[src/rtl/sync_fifo_pkg.sv]
// -----------------------------------------------------------------------------
// sync_fifo_pkg
// Shared definitions for the single-clock programmable FIFO.
//   ptr_width()    : width of the read/write pointers and the level count
//                    (ASIZE+1). The extra MSB keeps full and empty apart.
//                    Modules declare pointers as logic [ptr_width(ASIZE)-1:0];
//                    no separate pointer typedef is needed.
//   fifo_status_t  : bundle of the decoded status flags.
// -----------------------------------------------------------------------------
package sync_fifo_pkg;

  function automatic int ptr_width(input int asize);
    return asize + 1;
  endfunction

  typedef struct packed {
    logic full;
    logic afull;
    logic empty;
    logic aempty;
  } fifo_status_t;

endpackage

[src/rtl/sync_fifo_mem.sv]
// -----------------------------------------------------------------------------
// sync_fifo_mem
// Simple dual-port RAM, DSIZE x 2**ASIZE, one write port and one registered
// read port. Only the read output register is reset (to 0); the array itself
// is never cleared.
// Ports:
//   clk      : clock
//   rst      : asynchronous active-high reset of the read register
//   we_i     : write enable
//   waddr_i  : write address
//   wdata_i  : write data
//   re_i     : read enable; rdata_o holds its value when low
//   raddr_i  : read address
//   rdata_o  : registered read data
// -----------------------------------------------------------------------------
module sync_fifo_mem #(
  parameter int DSIZE = 16,
  parameter int ASIZE = 4
) (
  input  logic             clk,
  input  logic             rst,
  input  logic             we_i,
  input  logic [ASIZE-1:0] waddr_i,
  input  logic [DSIZE-1:0] wdata_i,
  input  logic             re_i,
  input  logic [ASIZE-1:0] raddr_i,
  output logic [DSIZE-1:0] rdata_o
);

  logic [DSIZE-1:0] mem [2**ASIZE];
  logic [DSIZE-1:0] rdata_q;

  always_ff @(posedge clk) begin
    if (we_i) begin
      mem[waddr_i] <= wdata_i;
    end
  end

  always_ff @(posedge clk or posedge rst) begin
    if (rst) begin
      rdata_q <= '0;
    end else if (re_i) begin
      rdata_q <= mem[raddr_i];
    end
  end

  assign rdata_o = rdata_q;

endmodule

[src/rtl/sync_fifo_prog.sv]
// -----------------------------------------------------------------------------
// sync_fifo_prog
// Single-clock FIFO with run-time almost-full/almost-empty thresholds, a fill
// level output, synchronous flush and sticky overflow/underflow flags.
// Compile-time option: define SYNC_FIFO_FWFT_EN for first-word-fall-through
// (the RAM read register doubles as the head-of-queue register).
// Ports:
//   clk, rst          : clock, asynchronous active-high reset
//   flush             : synchronous clear of contents and error flags
//   winc, wdata       : write request and data
//   wfull, awfull     : full, level >= afull_thresh
//   afull_thresh      : almost-full threshold (ASIZE+1 bits)
//   rinc, rdata       : read request and data
//   rempty, arempty   : empty, level <= aempty_thresh
//   aempty_thresh     : almost-empty threshold (ASIZE+1 bits)
//   level             : words held, 0..2**ASIZE
//   overflow          : sticky, write attempted while full
//   underflow         : sticky, read attempted while empty
// -----------------------------------------------------------------------------
module sync_fifo_prog
  import sync_fifo_pkg::*;
#(
  parameter int DSIZE = 16,
  parameter int ASIZE = 4
) (
  input  logic             clk,
  input  logic             rst,
  input  logic             flush,
  input  logic             winc,
  input  logic [DSIZE-1:0] wdata,
  output logic             wfull,
  output logic             awfull,
  input  logic [ASIZE:0]   afull_thresh,
  input  logic             rinc,
  output logic [DSIZE-1:0] rdata,
  output logic             rempty,
  output logic             arempty,
  input  logic [ASIZE:0]   aempty_thresh,
  output logic [ASIZE:0]   level,
  output logic             overflow,
  output logic             underflow
);

  localparam int LW = ptr_width(ASIZE);
  localparam logic [LW-1:0] FULL_LVL = {1'b1, {ASIZE{1'b0}}};

  logic [LW-1:0] wptr_q, wptr_d;
  logic [LW-1:0] rptr_q, rptr_d;
  logic          ovf_q, ovf_d;
  logic          unf_q, unf_d;

  logic [LW-1:0] mem_cnt;   // words still in the RAM
  logic [LW-1:0] level_w;   // words visible to the user
  logic          empty_w;
  logic          wr_acc;
  logic          ram_re;    // RAM read; advances rptr
  fifo_status_t  st;

  assign mem_cnt = wptr_q - rptr_q;

`ifdef SYNC_FIFO_FWFT_EN
  logic out_valid_q, out_valid_d;
  logic pop;

  assign level_w = mem_cnt + {{ASIZE{1'b0}}, out_valid_q};
  assign empty_w = !out_valid_q;
  assign pop     = rinc && out_valid_q;
  // Refill the head whenever it is empty or being popped this cycle, so the
  // next word is presented after the same edge as the pop.
  assign ram_re  = !flush && (mem_cnt != '0) && (!out_valid_q || pop);

  always_comb begin
    out_valid_d = out_valid_q;
    if (flush) begin
      out_valid_d = 1'b0;
    end else if (ram_re) begin
      out_valid_d = 1'b1;
    end else if (pop) begin
      out_valid_d = 1'b0;
    end
  end

  always_ff @(posedge clk or posedge rst) begin
    if (rst) begin
      out_valid_q <= 1'b0;
    end else begin
      out_valid_q <= out_valid_d;
    end
  end
`else
  assign level_w = mem_cnt;
  assign empty_w = (mem_cnt == '0);
  assign ram_re  = rinc && !empty_w && !flush;
`endif

  assign st = '{
    full:   (level_w == FULL_LVL),
    afull:  (level_w >= afull_thresh),
    empty:  empty_w,
    aempty: (level_w <= aempty_thresh)
  };

  assign wr_acc = winc && !st.full && !flush;

  always_comb begin
    wptr_d = wptr_q;
    rptr_d = rptr_q;
    ovf_d  = ovf_q;
    unf_d  = unf_q;
    if (flush) begin
      wptr_d = '0;
      rptr_d = '0;
      ovf_d  = 1'b0;
      unf_d  = 1'b0;
    end else begin
      if (wr_acc) wptr_d = wptr_q + LW'(1);
      if (ram_re) rptr_d = rptr_q + LW'(1);
      if (winc && st.full)  ovf_d = 1'b1;
      if (rinc && st.empty) unf_d = 1'b1;
    end
  end

  always_ff @(posedge clk or posedge rst) begin
    if (rst) begin
      wptr_q <= '0;
      rptr_q <= '0;
      ovf_q  <= 1'b0;
      unf_q  <= 1'b0;
    end else begin
      wptr_q <= wptr_d;
      rptr_q <= rptr_d;
      ovf_q  <= ovf_d;
      unf_q  <= unf_d;
    end
  end

  sync_fifo_mem #(
    .DSIZE (DSIZE),
    .ASIZE (ASIZE)
  ) u_mem (
    .clk     (clk),
    .rst     (rst),
    .we_i    (wr_acc),
    .waddr_i (wptr_q[ASIZE-1:0]),
    .wdata_i (wdata),
    .re_i    (ram_re),
    .raddr_i (rptr_q[ASIZE-1:0]),
    .rdata_o (rdata)
  );

  assign wfull     = st.full;
  assign awfull    = st.afull;
  assign rempty    = st.empty;
  assign arempty   = st.aempty;
  assign level     = level_w;
  assign overflow  = ovf_q;
  assign underflow = unf_q;

endmodule

[config.mk]
export PLATFORM = sky130hd
export DESIGN_NAME = sync_fifo_prog
export DESIGN_NICKNAME = d
export VERILOG_FILES = /design/src/rtl/sync_fifo_pkg.sv /design/src/rtl/sync_fifo_mem.sv /design/src/rtl/sync_fifo_prog.sv
export SDC_FILE = /design/constraint.sdc
export NUM_CORES = 1
export LEC_CHECK = 0
export CORE_UTILIZATION = 45
export CTS_CLUSTER_DIAMETER = 80
export DETAILED_ROUTE_END_ITERATION = 6
export HOLD_SLACK_MARGIN = 0.02
export SLEW_MARGIN = 25
export SYNTH_ARGS = -nofsm -noshare
export SYNTH_HDL_FRONTEND = slang
export SYNTH_SLANG_ARGS = --single-unit
[constraint.sdc]
create_clock -name clk -period 9.65 [get_ports clk]
set_input_delay 0.965 -clock clk [delete_from_list [all_inputs] [get_ports clk]]
set_output_delay 0.965 -clock clk [all_outputs]
set_load 0.01 [all_outputs]
==> reports/summary.txt <==
cts repair resizes: 0
reg2reg setup slack: 5.55 ns
Max IR drop VDD: 0.1449 mV
Post-Syn Instances: 590
Post-DP HPWL: 13950 um
worst-case reg-to-reg path depth: 9
WS Path Type: reg2out
Sink Count: 284
Hold Crit Class: reg2reg
initial antenna violation count: 0
die footprint: 0.02613 mm2
top_reg_cell synth: edfxtp_1
max-slew violations: 0
Reg power frac: 0.418
hold slack: 0.4965 ns
first-pass GRT wire length: 37200 um
vias in the first global route: 6003
period utilization: 0.5684
Gate power share: 0.249
synth warn: 0
leakage power: 0.004483 uW
vias post-DR: 5732
crit path DAT: 4.52 ns
Die W: 161.6 um
FILL cells: 1993
Sw Ratio: 0.2693
clock slew at reported path FFs: 0.06 ns
largest net degree at the start of global routing: 39
Clk network pwr share: 0.333
unrepaired setup endpoints after global routing: false
Placed Area: 0.01256 mm2
Async SR Flop Fraction: 0.09859
drt wl/cell: 24.10 um
I/O pins: 58
setup TNS: 0 ns
number of synthesized register bits: 284
DR DRC count: 0
ANT nets after route: 0
Mapped Area: 0.01147 mm2
setup bufs post-CTS: 0
Skew-Pair Late Insertion Delay: 0.53 ns
dominant cell type by area after synthesis: edfxtp_1
area grow syn2layout: 18.38%
f_max: 0.1823 GHz
WP data required: 8.69 ns
top-count cell post-synth: edfxtp_1
critical path launch point type: flop
clk_skew: 0.01490 ns
Die Ht: 161.6 um
Post-synth EDFFs: 256
Port-buffer cells: 57
register area share after synthesis: 0.7315
final core utilization: 0.5407
syn_nets: 638
worst rel slew slack: 0.3717
Fin. Hold Viols: 0
grt ovf: 0
top cells by area, synth: edfxtp_1 (67%), mux4_2 (13%), dfrtp_1 (6.1%), ha_1 (1.7%), o22ai_1 (1.7%)
total iterations of the first detailed-routing run: 6
H-tree level count: 1
Net Sw Power: 945.7 uW
Pwr per Cell Area: 258.7 mW/mm2
ANT cells: 0
Worst Setup SP: rptr_q[0]
CP endpoint kind: output port
worst slew pin tran: 0.9401 ns
clk root buf: clkbuf_16
post-DR vias/cell: 5.609
syn_area_per_cell: 19.44 um2
drt total wl: 24630 um
clock buffer count from CTS: 28
Setup crit end: arempty
Internal: 2566 uW
reg-to-reg critical path endpoint: u_mem.mem[8][8]
layout cells sized above 1: 0.2630
reg2reg start: rptr_q[0]
final layout net count: 718
worst-path maximum fanout: 32
Final Critical Period: 5.485 ns
Placeable Area: 0.02511 mm2
CTS tree: built
Synth cell types: 46
Iter 0 DRT Violations: 525
Longest Clk Path Bufs: 3
post-layout power: 3512 uW
most instantiated cells after synthesis: edfxtp_1 (256), mux4_2 (64), nor2_1 (33), o22ai_1 (32), dfrtp_1 (28)
RePlAce Congestion: 0.8562
Yosys top cell area share: 0.6704
gr usage total: 0.1946
status: complete, no violations
num rows: 58
max-cap viol count: 0
Final setup viols: 0
initial core utilization: 0.4567
Design Area, Final: 0.01358 mm2
hold_buf cts: 0
registers in the layout, indices dropped and copies added, names as in the netlist:
signal and cells:
u_mem.mem 256, u_mem.rdata_o 16, rptr_q 5, wptr_q 5
overflow 1, underflow 1
worst max-delay path, cell delays in order (launching register included):
cell and delay, ns:
dfrtp_4 0.72, ha_1 0.35, fa_1 0.43, nand2b_1 0.18, a21oi_2 0.17, xor2_2 0.35, inv_2 0.18, ha_1 0.37
nand3_1 0.13, nor2_1 0.05, a311oi_1 0.26, nand2_1 0.08, o311ai_0 0.10, clkdlybuf4s50_1 0.60
layer usage:
metal	vias up	GRT usage	wire length [um]
li1	2543	-	-
met1	2993	0.2755	10980
met2	168	0.3241	12030
met5	-	0	0
met4	0	0.04374	381
met3	28	0.02517	1238
cell usage in the layout (no fill, tap or decap), types with 13 or more instances in the layout:
| cell | n |
|---|---|
| mux4_2 | 64 |
| clkbuf_16 | 29 |
| ha_1 | 16 |
| dfrtp_1 | 27 |
| buf_4 | 21 |
| nor2_1 | 33 |
| clkdlybuf4s50_1 | 57 |
| inv_1 | 18 |
| nand2b_1 | 13 |
| o22ai_1 | 32 |
| edfxtp_1 | 256 |
through the flow:
step	cells	worst slack, ns
finish	1022	4.165
global route	1022	3.926
CTS	1022	4.148
detailed placement	970	4.718
global placement	970	4.865
floorplan	590	5.442
power by group through the flow:
stage	Clock, uW	Sequential [uW]	Combinational [uW]
global route	1230	1480	952
floorplan	0	1480	583
CTS	1190	1470	887
finish	1170	1470	876
global placement	0	1490	865
detailed placement	0	1500	884
layout make-up:
type                            count  area, um2  share of cell area
Clock buffer                       30      729.5             0.05373
Clock inverter                     22      284.0             0.02092
Inverter                           20      75.07            0.005530
Multi-Input combinational cell    258       2954              0.2176
Sequential cell                   284       8392              0.6182
Tap cell                          330      412.9             0.03041
Timing Repair Buffer               78      728.2             0.05364
cell families after synthesis:
family / share of synthesized area
xor+xnor: 0.004365
flops: 0.7315
mux: 0.1552
buf+inv: 0.01833
compound gates: 0.03251
simple gates: 0.03721
fa+ha+maj: 0.02095
how the worst min path moves through the flow:
stage | startpoint | endpoint | slack (ns) | cells after the start
after floorplan | overflow | overflow | 0.53 | 2
after global placement | overflow | overflow | 0.48 | 2
after detailed placement | underflow | underflow | 0.49 | 2
after CTS | underflow | underflow | 0.50 | 2
after global routing | u_mem.rdata_o[7] | u_mem.rdata_o[7] | 0.53 | 1
final | overflow | overflow | 0.50 | 2
(Power assumes the default switching activity.)
